==> src/rtl/maxpool2x2_stream_pkg.sv <==
// Shared LeNet constants and types for the 2x2 max-pooling stage.
// Layers instantiating the pool take their dimensions from here.
package maxpool2x2_stream_pkg;

  localparam int LENET_BITWIDTH = 16;

  // Layer 1 pool input: 28x28x6
  localparam int L1_WIDTH   = 28;
  localparam int L1_HEIGHT  = 28;
  localparam int L1_CHANNEL = 6;

  // Layer 2 pool input: 10x10x16
  localparam int L2_WIDTH   = 10;
  localparam int L2_HEIGHT  = 10;
  localparam int L2_CHANNEL = 16;

  typedef enum logic {
    EVEN_ROW = 1'b0,
    ODD_ROW  = 1'b1
  } row_phase_e;

endpackage

==> src/rtl/maxpool2x2_stream_if.sv <==
// Input and output stream of the pooling stage.
// Handshake: a beat transfers on a rising edge where valid && ready; while
// valid is high and ready is low the producer holds data (and last) stable.
interface maxpool2x2_stream_if
  import maxpool2x2_stream_pkg::*;
#(
  parameter int BITWIDTH = LENET_BITWIDTH
);
  logic [BITWIDTH-1:0] in_data;
  logic                in_valid;
  logic                in_ready;
  logic [BITWIDTH-1:0] out_data;
  logic                out_valid;
  logic                out_ready;
  logic                out_last;

  modport master (
    output in_data, in_valid, out_ready,
    input  in_ready, out_data, out_valid, out_last
  );

  modport slave (
    input  in_data, in_valid, out_ready,
    output in_ready, out_data, out_valid, out_last
  );
endinterface

==> src/rtl/maxpool2x2_stream_signed_max2.sv <==
// Combinational signed maximum of two operands; ties return either (equal) value.
module signed_max2
  import maxpool2x2_stream_pkg::*;
#(
  parameter int BITWIDTH = LENET_BITWIDTH
) (
  input  logic signed [BITWIDTH-1:0] a_i,
  input  logic signed [BITWIDTH-1:0] b_i,
  output logic signed [BITWIDTH-1:0] max_o
);
  assign max_o = (a_i > b_i) ? a_i : b_i;
endmodule

==> src/rtl/maxpool2x2_stream.sv <==
// Streaming 2x2 stride-2 max pool: horizontal pair max per beat, half-row
// line buffer of pair maxima on even rows, window result emitted on odd rows.
module maxpool2x2_stream
  import maxpool2x2_stream_pkg::*;
#(
  parameter int BITWIDTH    = LENET_BITWIDTH,
  parameter int DATAWIDTH   = L1_WIDTH,
  parameter int DATAHEIGHT  = L1_HEIGHT,
  parameter int DATACHANNEL = L1_CHANNEL
) (
  input  logic                 clk,
  input  logic                 rst_n,
  maxpool2x2_stream_if.slave   bus,
  output row_phase_e           phase_o
);
  localparam int HALFW = DATAWIDTH / 2;
  localparam int HW    = (HALFW > 1) ? $clog2(HALFW) : 1;
  localparam int CW    = HW + 1;
  localparam int RW    = (DATAHEIGHT > 1) ? $clog2(DATAHEIGHT) : 1;
  localparam int NW    = (DATACHANNEL > 1) ? $clog2(DATACHANNEL) : 1;

  if (((DATAWIDTH % 2) != 0) || ((DATAHEIGHT % 2) != 0)) begin : g_bad_dims
    $fatal(1, "maxpool2x2_stream: DATAWIDTH and DATAHEIGHT must be even");
  end

  row_phase_e                 state_q;
  logic [CW-1:0]              col_q, col_d;
  logic [RW-1:0]              row_q, row_d;
  logic [NW-1:0]              ch_q, ch_d;
  logic                       out_valid_q, out_last_q;
  logic signed [BITWIDTH-1:0] out_data_q;
  logic signed [BITWIDTH-1:0] pair_q;
  logic signed [BITWIDTH-1:0] linebuf_q [HALFW];

  logic signed [BITWIDTH-1:0] in_s, pmax, wmax;
  logic [HW-1:0]              lb_idx;
  logic                       accept, col_last, row_last, ch_last;

  assign in_s     = $signed(bus.in_data);
  assign lb_idx   = col_q[CW-1:1];
  assign col_last = (col_q == CW'(DATAWIDTH - 1));
  assign row_last = (row_q == RW'(DATAHEIGHT - 1));
  assign ch_last  = (ch_q == NW'(DATACHANNEL - 1));

  // Stall every input while a result waits, so one output register suffices.
  assign bus.in_ready = !(out_valid_q && !bus.out_ready);
  assign accept       = bus.in_valid && bus.in_ready;

  signed_max2 #(.BITWIDTH(BITWIDTH)) u_pair_max (
    .a_i   (pair_q),
    .b_i   (in_s),
    .max_o (pmax)
  );

  signed_max2 #(.BITWIDTH(BITWIDTH)) u_window_max (
    .a_i   (linebuf_q[lb_idx]),
    .b_i   (pmax),
    .max_o (wmax)
  );

  always_comb begin
    col_d = col_q;
    row_d = row_q;
    ch_d  = ch_q;
    if (accept) begin
      if (col_last) begin
        col_d = '0;
        if (row_last) begin
          row_d = '0;
          ch_d  = ch_last ? '0 : ch_q + 1'b1;
        end else begin
          row_d = row_q + 1'b1;
        end
      end else begin
        col_d = col_q + 1'b1;
      end
    end
  end

  always_ff @(posedge clk or negedge rst_n) begin
    if (!rst_n) begin
      state_q     <= EVEN_ROW;
      col_q       <= '0;
      row_q       <= '0;
      ch_q        <= '0;
      out_valid_q <= 1'b0;
      out_last_q  <= 1'b0;
      out_data_q  <= '0;
    end else begin
      col_q <= col_d;
      row_q <= row_d;
      ch_q  <= ch_d;
      if (out_valid_q && bus.out_ready) begin
        out_valid_q <= 1'b0;
        out_last_q  <= 1'b0;
      end
      if (accept) begin
        if (col_last) begin
          state_q <= (state_q == EVEN_ROW) ? ODD_ROW : EVEN_ROW;
        end
        // A new result overrides the drain so back-to-back outputs have no bubble.
        if (col_q[0] && (state_q == ODD_ROW)) begin
          out_data_q  <= wmax;
          out_valid_q <= 1'b1;
          out_last_q  <= ch_last && row_last && col_last;
        end
      end
    end
  end

  // Datapath storage is always written before it is read, so it has no reset.
  always_ff @(posedge clk) begin
    if (accept) begin
      if (!col_q[0]) begin
        pair_q <= in_s;
      end else if (state_q == EVEN_ROW) begin
        linebuf_q[lb_idx] <= pmax;
      end
    end
  end

  assign bus.out_data  = out_data_q;
  assign bus.out_valid = out_valid_q;
  assign bus.out_last  = out_last_q;
  assign phase_o       = state_q;

endmodule

==> src/flat_wrapper.sv <==
// flat-port wrapper written by rule: the top's interface ports become plain ports
module maxpool2x2_stream_flat import maxpool2x2_stream_pkg::*;
#(
  parameter int BITWIDTH    = LENET_BITWIDTH,
  parameter int DATAWIDTH   = L1_WIDTH,
  parameter int DATAHEIGHT  = L1_HEIGHT,
  parameter int DATACHANNEL = L1_CHANNEL
)
  (clk, rst_n, phase_o, bus_in_data, bus_in_valid, bus_out_ready, bus_in_ready, bus_out_data, bus_out_valid, bus_out_last);
  maxpool2x2_stream_if #(.BITWIDTH(BITWIDTH)) bus_i ();
  input  logic clk;
  input  logic rst_n;
  output row_phase_e phase_o;
  input wire logic [$bits(bus_i.in_data)-1:0] bus_in_data;
  input wire logic [$bits(bus_i.in_valid)-1:0] bus_in_valid;
  input wire logic [$bits(bus_i.out_ready)-1:0] bus_out_ready;
  output wire logic [$bits(bus_i.in_ready)-1:0] bus_in_ready;
  output wire logic [$bits(bus_i.out_data)-1:0] bus_out_data;
  output wire logic [$bits(bus_i.out_valid)-1:0] bus_out_valid;
  output wire logic [$bits(bus_i.out_last)-1:0] bus_out_last;
  assign bus_i.in_data = bus_in_data;
  assign bus_i.in_valid = bus_in_valid;
  assign bus_i.out_ready = bus_out_ready;
  assign bus_in_ready = bus_i.in_ready;
  assign bus_out_data = bus_i.out_data;
  assign bus_out_valid = bus_i.out_valid;
  assign bus_out_last = bus_i.out_last;
  maxpool2x2_stream #(.BITWIDTH(BITWIDTH), .DATAWIDTH(DATAWIDTH), .DATAHEIGHT(DATAHEIGHT), .DATACHANNEL(DATACHANNEL)) u_core (.clk(clk), .rst_n(rst_n), .bus(bus_i), .phase_o(phase_o));
endmodule
==> config.mk <==
export PLATFORM = sky130hd
export DESIGN_NAME = maxpool2x2_stream_flat
export DESIGN_NICKNAME = d
export VERILOG_FILES = /design/src/rtl/maxpool2x2_stream_pkg.sv /design/src/rtl/maxpool2x2_stream_if.sv /design/src/rtl/maxpool2x2_stream_signed_max2.sv /design/src/rtl/maxpool2x2_stream.sv /design/src/flat_wrapper.sv
export SDC_FILE = /design/constraint.sdc
export NUM_CORES = 1
export LEC_CHECK = 0
export ABC_CLOCK_PERIOD_IN_PS = 12850
export BUFFER_PORTS_ARGS = -buffer_cell sky130_fd_sc_hd__buf_2
export CORE_MARGIN = 4
export CORE_UTILIZATION = 50
export CTS_CLUSTER_SIZE = 8
export DETAILED_ROUTE_END_ITERATION = 6
export GPL_TIMING_DRIVEN = 0
export PLACE_DENSITY_LB_ADDON = 0.1
export SETUP_SLACK_MARGIN = 0.2
export SYNTH_ARGS = -nofsm -noshare
export SYNTH_HDL_FRONTEND = slang
export SYNTH_HIERARCHICAL = 1
export SYNTH_SLANG_ARGS = --single-unit
==> constraint.sdc <==
create_clock -name clk -period 12.85 [get_ports clk]
set_clock_uncertainty 0.1 [all_clocks]
set_input_delay 0.6425 -clock clk [delete_from_list [all_inputs] [get_ports clk]]
set_output_delay 0.6425 -clock clk [all_outputs]
set_load 0.01 [all_outputs]
# After elaboration in Yosys (flattened, before gate mapping)
# Memory sizes are Yosys's and may differ from the RTL's.
# Index checks and enable logic that the tools add are counted.
# Widths: inputs -> output; s select.
[classes]
add_sub_neg = 3
n_lt_le_gt_ge = 2
n_eq_ne = 3
n_mux = 15
n_bitwise = 1
n_reduce_logical = 12
[op_table]
columns = ["operator", "count"]
rows = [
  ["$gt 16x16->1", 2],
  ["$mux 16", 2],
  ["$add 5x1->5 const B", 2],
  ["$eq 5x5->1 const B", 2],
  ["$mux 1", 10],
  ["$mux 5", 2],
  ["$logic_and 1x1->1", 6],
  ["$reduce_and 2->1", 3],
  ["$add 3x1->3 const B", 1],
  ["$eq 3x3->1 const B", 1],
  ["$mux 3", 1],
  ["$reduce_and 3->1", 1],
  ["$logic_not 1->1", 2],
  ["$not 1->1", 1],
]
[word_totals]
reg_bits = 48
ramBits = 224
inputBits = 20
output_inout_bits = 20
elab_cells = 45
mem_count = 1
[mem_list]
columns = ["memory", "words", "width", "read_ports", "rd_clocked_by_memory_dff", "write_ports", "line", "rtl"]
rows = [
  ["u_core.linebuf_q", 14, 16, 1, 0, 1, "maxpool2x2_stream.sv:33", "logic signed [BITWIDTH-1:0] linebuf_q [HALFW];"],
]

# Depth between registers and ports, before layout
[depth]
depth_word = 6
mapped_depth = 19
mapped_depth_nobuf = 17

# Cells and area by module
# Netlist, hierarchy kept.
[by_module_without_submodules]
columns = ["module", "n_inst", "cells_each", "area_per_inst_um2", "seq_area_each_um2"]
rows = [
  ["maxpool2x2_stream", 1, 601, 10458.8, 8007.7],
  ["signed_max2", 2, 79, 703.2, 0.0],
]

# Least setup slack after synthesis
# No wires, ideal clock.
[synth_timing]
path_kind = "in2reg"
from = "input port bus_in_data[15]"
to = "register u_core.out_data_q[10] (netlist: u_core/bus.out_data[10])"
t_arrival_ps = 4331
required_ps = 12625
setup_slack_ps = 8294
path_stages = 19
path_buffers = 2
path_cell_list = "inv_1 ha_1 nand4_1 nor4_1 o21ai_1 a21oi_1 nand3b_4 buf_12 mux2_4 inv_1 ha_1 a41oi_2 o21ai_1 a2111oi_4 a21oi_1 nand3b_4 buf_12 mux2_4 mux2_2"
[synth_via]
elab_chain_cells = 4
[synth_lines]
columns = ["item", "line", "rtl"]
rows = [
  ["start: declaration", "flat_wrapper.sv:14", "input wire logic [$bits(bus_i.in_data)-1:0] bus_in_data;"],
  ["$gt 16x16->1", "maxpool2x2_stream_signed_max2.sv:11", "assign max_o = (a_i > b_i) ? a_i : b_i;"],
  ["$mux 16", "maxpool2x2_stream_signed_max2.sv:11", ""],
  ["net u_core.pmax[7]", "maxpool2x2_stream.sv:35", "logic signed [BITWIDTH-1:0] in_s, pmax, wmax;"],
  ["$gt 16x16->1", "maxpool2x2_stream_signed_max2.sv:11", ""],
  ["$mux 16", "maxpool2x2_stream_signed_max2.sv:11", ""],
  ["net u_core.wmax[10]", "maxpool2x2_stream.sv:35", ""],
  ["end signal: assignment", "maxpool2x2_stream.sv:103", "out_data_q <= wmax;"],
  ["end: declaration", "maxpool2x2_stream.sv:31", "logic signed [BITWIDTH-1:0] out_data_q;"],
]
# The timed path passes the listed nets, and every way through them passes these cells.
# A chain may end at the register's enable or synchronous reset.

# Worst setup path in the final report
[layout_timing]
from = "register u_core.pair_q[15]"
to = "register u_core.out_data_q[9] (netlist: u_core/bus.out_data[9])"
[layout_via]
elab_chain_cells = 4
[layout_lines]
columns = ["item", "line", "rtl"]
rows = [
  ["start: declaration", "maxpool2x2_stream.sv:32", "logic signed [BITWIDTH-1:0] pair_q;"],
  ["start signal: assignment", "maxpool2x2_stream.sv:115", "pair_q <= in_s;"],
  ["$gt 16x16->1", "maxpool2x2_stream_signed_max2.sv:11", ""],
  ["$mux 16 (*)", "maxpool2x2_stream_signed_max2.sv:11", ""],
  ["net u_core.pmax[15]", "maxpool2x2_stream.sv:35", ""],
  ["$gt 16x16->1 (*)", "maxpool2x2_stream_signed_max2.sv:11", ""],
  ["$mux 16 (*)", "maxpool2x2_stream_signed_max2.sv:11", ""],
  ["net u_core.wmax[9]", "maxpool2x2_stream.sv:35", ""],
]
# Mark *: on every way through the listed nets, which the timed path passes. The rest lies on a longest branch.

==> results.txt <==
combinational power share - 34.3%
Reg clk slew, reported paths - 0.05 ns
unrepaired setup endpoints after global routing - no
leading area contributor after synthesis - edfxtp_1
Crit Path Category - reg2reg
Synth Register Bits - 272
largest family of logic cells by synthesized area - multiplexers
CP top delay family - simple AND/OR/NAND/NOR gates
Synth Area in Compound Gates - 5.70%
Sw Ratio - 31.3%
Clock power frac - 29.4%
synth-to-layout area growth - 15.8%
WP data arrival - 5.63 ns
Cell Chain, Critical Path - ha_1, nand4_1, nor4_1, o21ai_1, a21oi_1, nand3b_4, mux2_2, inv_1, ha_1, nand4_1, nor4_1, o21ai_1, a21oi_1, nand3b_4, buf_12, mux2_4, mux2_2
most common cell in the synthesized netlist - edfxtp_1
io pins - 40
DRC Markers - 0
CTS Sinks - 272
die span in y - 162 µm
Final Cycle Share - 41.6%
reg2reg end - u_core/bus.out_data[9]
DR vias/cell - 5.67
VDD IR max - 92.9 µV
initial antenna violation count - 0
Worst Slack Setup Final - 7.50 ns
Synth Area in Simple Gates - 6.36%
dpl hpwl - 18300 µm
Routability Congestion - 0.870
status - complete, no violations
Synth Area per Inst - 15.6 µm²
Nets - 906
setup_tns - 0 ns
FMAX - 187 MHz
worst hold path type - in2async
CP max-delay cell - nor4_1
total congestion overflow - 0
CTS tree - yes
synth warn - 6
Die Area - 26300 µm²
pwr dens - 219 nW/µm²
Pint - 2060 µW
non-filler instance count after layout - 1183
Rows - 56
Cells after Synth - 759
Buf/Inv on CP - 2
worst skew pair latency - 0.50 ns
Hold Buf Count CTS - 0
post-synthesis mux area share - 13.9%
Critical R2R Launch - u_core/pair_q[15]
FILL cells - 1842
area share of fa/ha/maj cells after synthesis - 3.59%
Psw - 939 µW
DR WL/cell - 22.0 µm
Rel. slew slack - 33.3%
port bufs - 39
Largest stage delay, worst path - 0.64 ns
XOR/XNOR Fraction of Synth Area - 0.148%
largest net degree at the start of global routing - 33
Synth area leaders - edfxtp_1 61%, mux2i_1 8.1%, dfrtp_1 6.7%
first-pass iteration count of the detailed router - 5
Flop pwr share - 36.2%
die span in x - 162 µm
dpl ws - 7.14 ns
drt initial violations - 389
number of global-route vias before repair - 7034
Least-Margin Pin Slew - 1.00 ns
PostCTS Resize Cnt - 0
total core area - 23400 µm²
root buf cell - clkbuf_16
max cap viols - 0
Seq/Total Area, Yosys - 67.5%
CTS buffer count - 39
top-area cell type share of the netlist area - 60.7%
Finish-stage setup viols - 0
first-pass GRT wire length - 40300 µm
Lkg Pwr - 0.00531 µW
Max Root-Sink Buffers - 3
kind of end point of the critical path - register
Most used DFF post-synth - edfxtp_1
share of cells above drive strength 1 - 22.9%
syn nets - 813
Via Count - 6703
Tmin final - 5.35 ns
final hold violations - 0
gr usage total - 20.2%
ys async rst share - 11.8%
Max Slew Vio Count - 0
Total Wirelength - 26000 µm
Initial Utilization - 50.7%
Post-synth EDFFs - 240
H-tree depth - 2
critical path data required time - 13.13 ns
Hold Slack - 0.0861 ns
crit-path max FO - 16
most frequent cells after synthesis - 240 x edfxtp_1, 96 x mux2i_1, 42 x nand2_1
n_diodes - 0
mapped cell area - 11900 µm²
Placed Cells - 1130
Setup crit start kind - register
# Post-CTS Setup Buffers - 0
post-synth cell types - 47
R2R depth - 17
antenna viol nets, final - 0
r2r setup slk - 7.50 ns
==> kinds of logic after synthesis <==
group | after synthesis
flip-flops | 272
adder cells (fa/ha/maj) | 34
AO/OA/AOI/OAI | 98
AND/OR/NAND/NOR | 134
multiplexers | 150
buffers and inverters | 69
XOR/XNOR | 2
==> power groups by stage <==
stage | combinational (µW) | sequential, µW | clock, µW
after global routing | 1110 | 1100 | 946
final | 1030 | 1090 | 884
after global placement | 996 | 1100 | 0
after CTS | 1040 | 1090 | 905
after detailed placement | 1030 | 1100 | 0
after floorplan | 729 | 1110 | 0
==> flip-flops by register name, indices dropped and copies added, names as in the netlist <==
signal / flops
u_core/bus.out_data: 16
u_core/bus.out_last: 1
u_core/bus.out_valid: 1
u_core/ch_q: 3
u_core/col_q: 5
u_core/linebuf_q: 224
u_core/pair_q: 16
u_core/phase_o: 1
u_core/row_q: 5
==> layout by cell type, fill, tap and decap left out, types with 7 or more instances in the layout <==
master / instances
edfxtp_1: 240
mux2i_1: 96
buf_2: 59
nand2_1: 42
clkbuf_16: 39
inv_1: 36
mux2_2: 34
ha_1: 34
o22ai_1: 32
dfrtp_1: 32
clkbuf_1: 20
mux2_4: 20
o21ai_0: 17
o2bb2ai_1: 16
or4_1: 16
a21oi_1: 13
nor2_1: 11
nor2_2: 11
o21ai_1: 8
buf_6: 7
==> through the flow <==
step / total power [µW] / cell area [µm²] / util, %
2_1_floorplan: 1840 / 11900 / -
3_3_place_gp: 2100 / 12500 / 53.2
3_5_place_dp: 2140 / 12700 / 54.3
4_1_cts: 3030 / 13700 / 58.7
5_1_grt: 3150 / 13700 / 58.7
6_report: 3000 / 13700 / 58.7
==> worst max path at each step <==
| stage | cells after the start | slack, ns | end | start |
|---|---|---|---|---|
| 2_1_floorplan | 19 | 8.29 | u_core/bus.out_data[10] | bus_in_data[15] |
| 3_3_place_gp | 20 | 7.21 | u_core/bus.out_data[14] | bus_in_data[15] |
| 3_5_place_dp | 19 | 7.14 | u_core/bus.out_data[13] | bus_in_data[15] |
| 4_1_cts | 17 | 7.48 | u_core/bus.out_data[9] | u_core/pair_q[15] |
| 5_1_grt | 17 | 7.19 | u_core/bus.out_data[9] | u_core/pair_q[15] |
| 6_report | 17 | 7.50 | u_core/bus.out_data[9] | u_core/pair_q[15] |
==> layout make-up <==
cell class | instances | area (µm²) | area share [%]
Buffer | 33 | 204 | 1.48
Clock buffer | 52 | 1020 | 7.46
Clock inverter | 1 | 8.76 | 0.0637
Inverter | 36 | 135 | 0.983
Multi-Input combinational cell | 418 | 3570 | 25.9
Sequential cell | 272 | 8010 | 58.3
Tap cell | 319 | 399 | 2.90
Timing Repair Buffer | 52 | 397 | 2.89
==> metal layers <==
layer | track usage (%) | share of wire [%] | up-vias | wire (µm)
li1 | - | - | 3104 | -
met1 | 27.7 | 44 | 3302 | 11500
met2 | 33.4 | 47 | 242 | 12300
met3 | 3.60 | 6.0 | 55 | 1570
met4 | 6.15 | 2.5 | 0 | 656
met5 | 0 | 0 | - | 0
(Power assumes the default switching activity.)
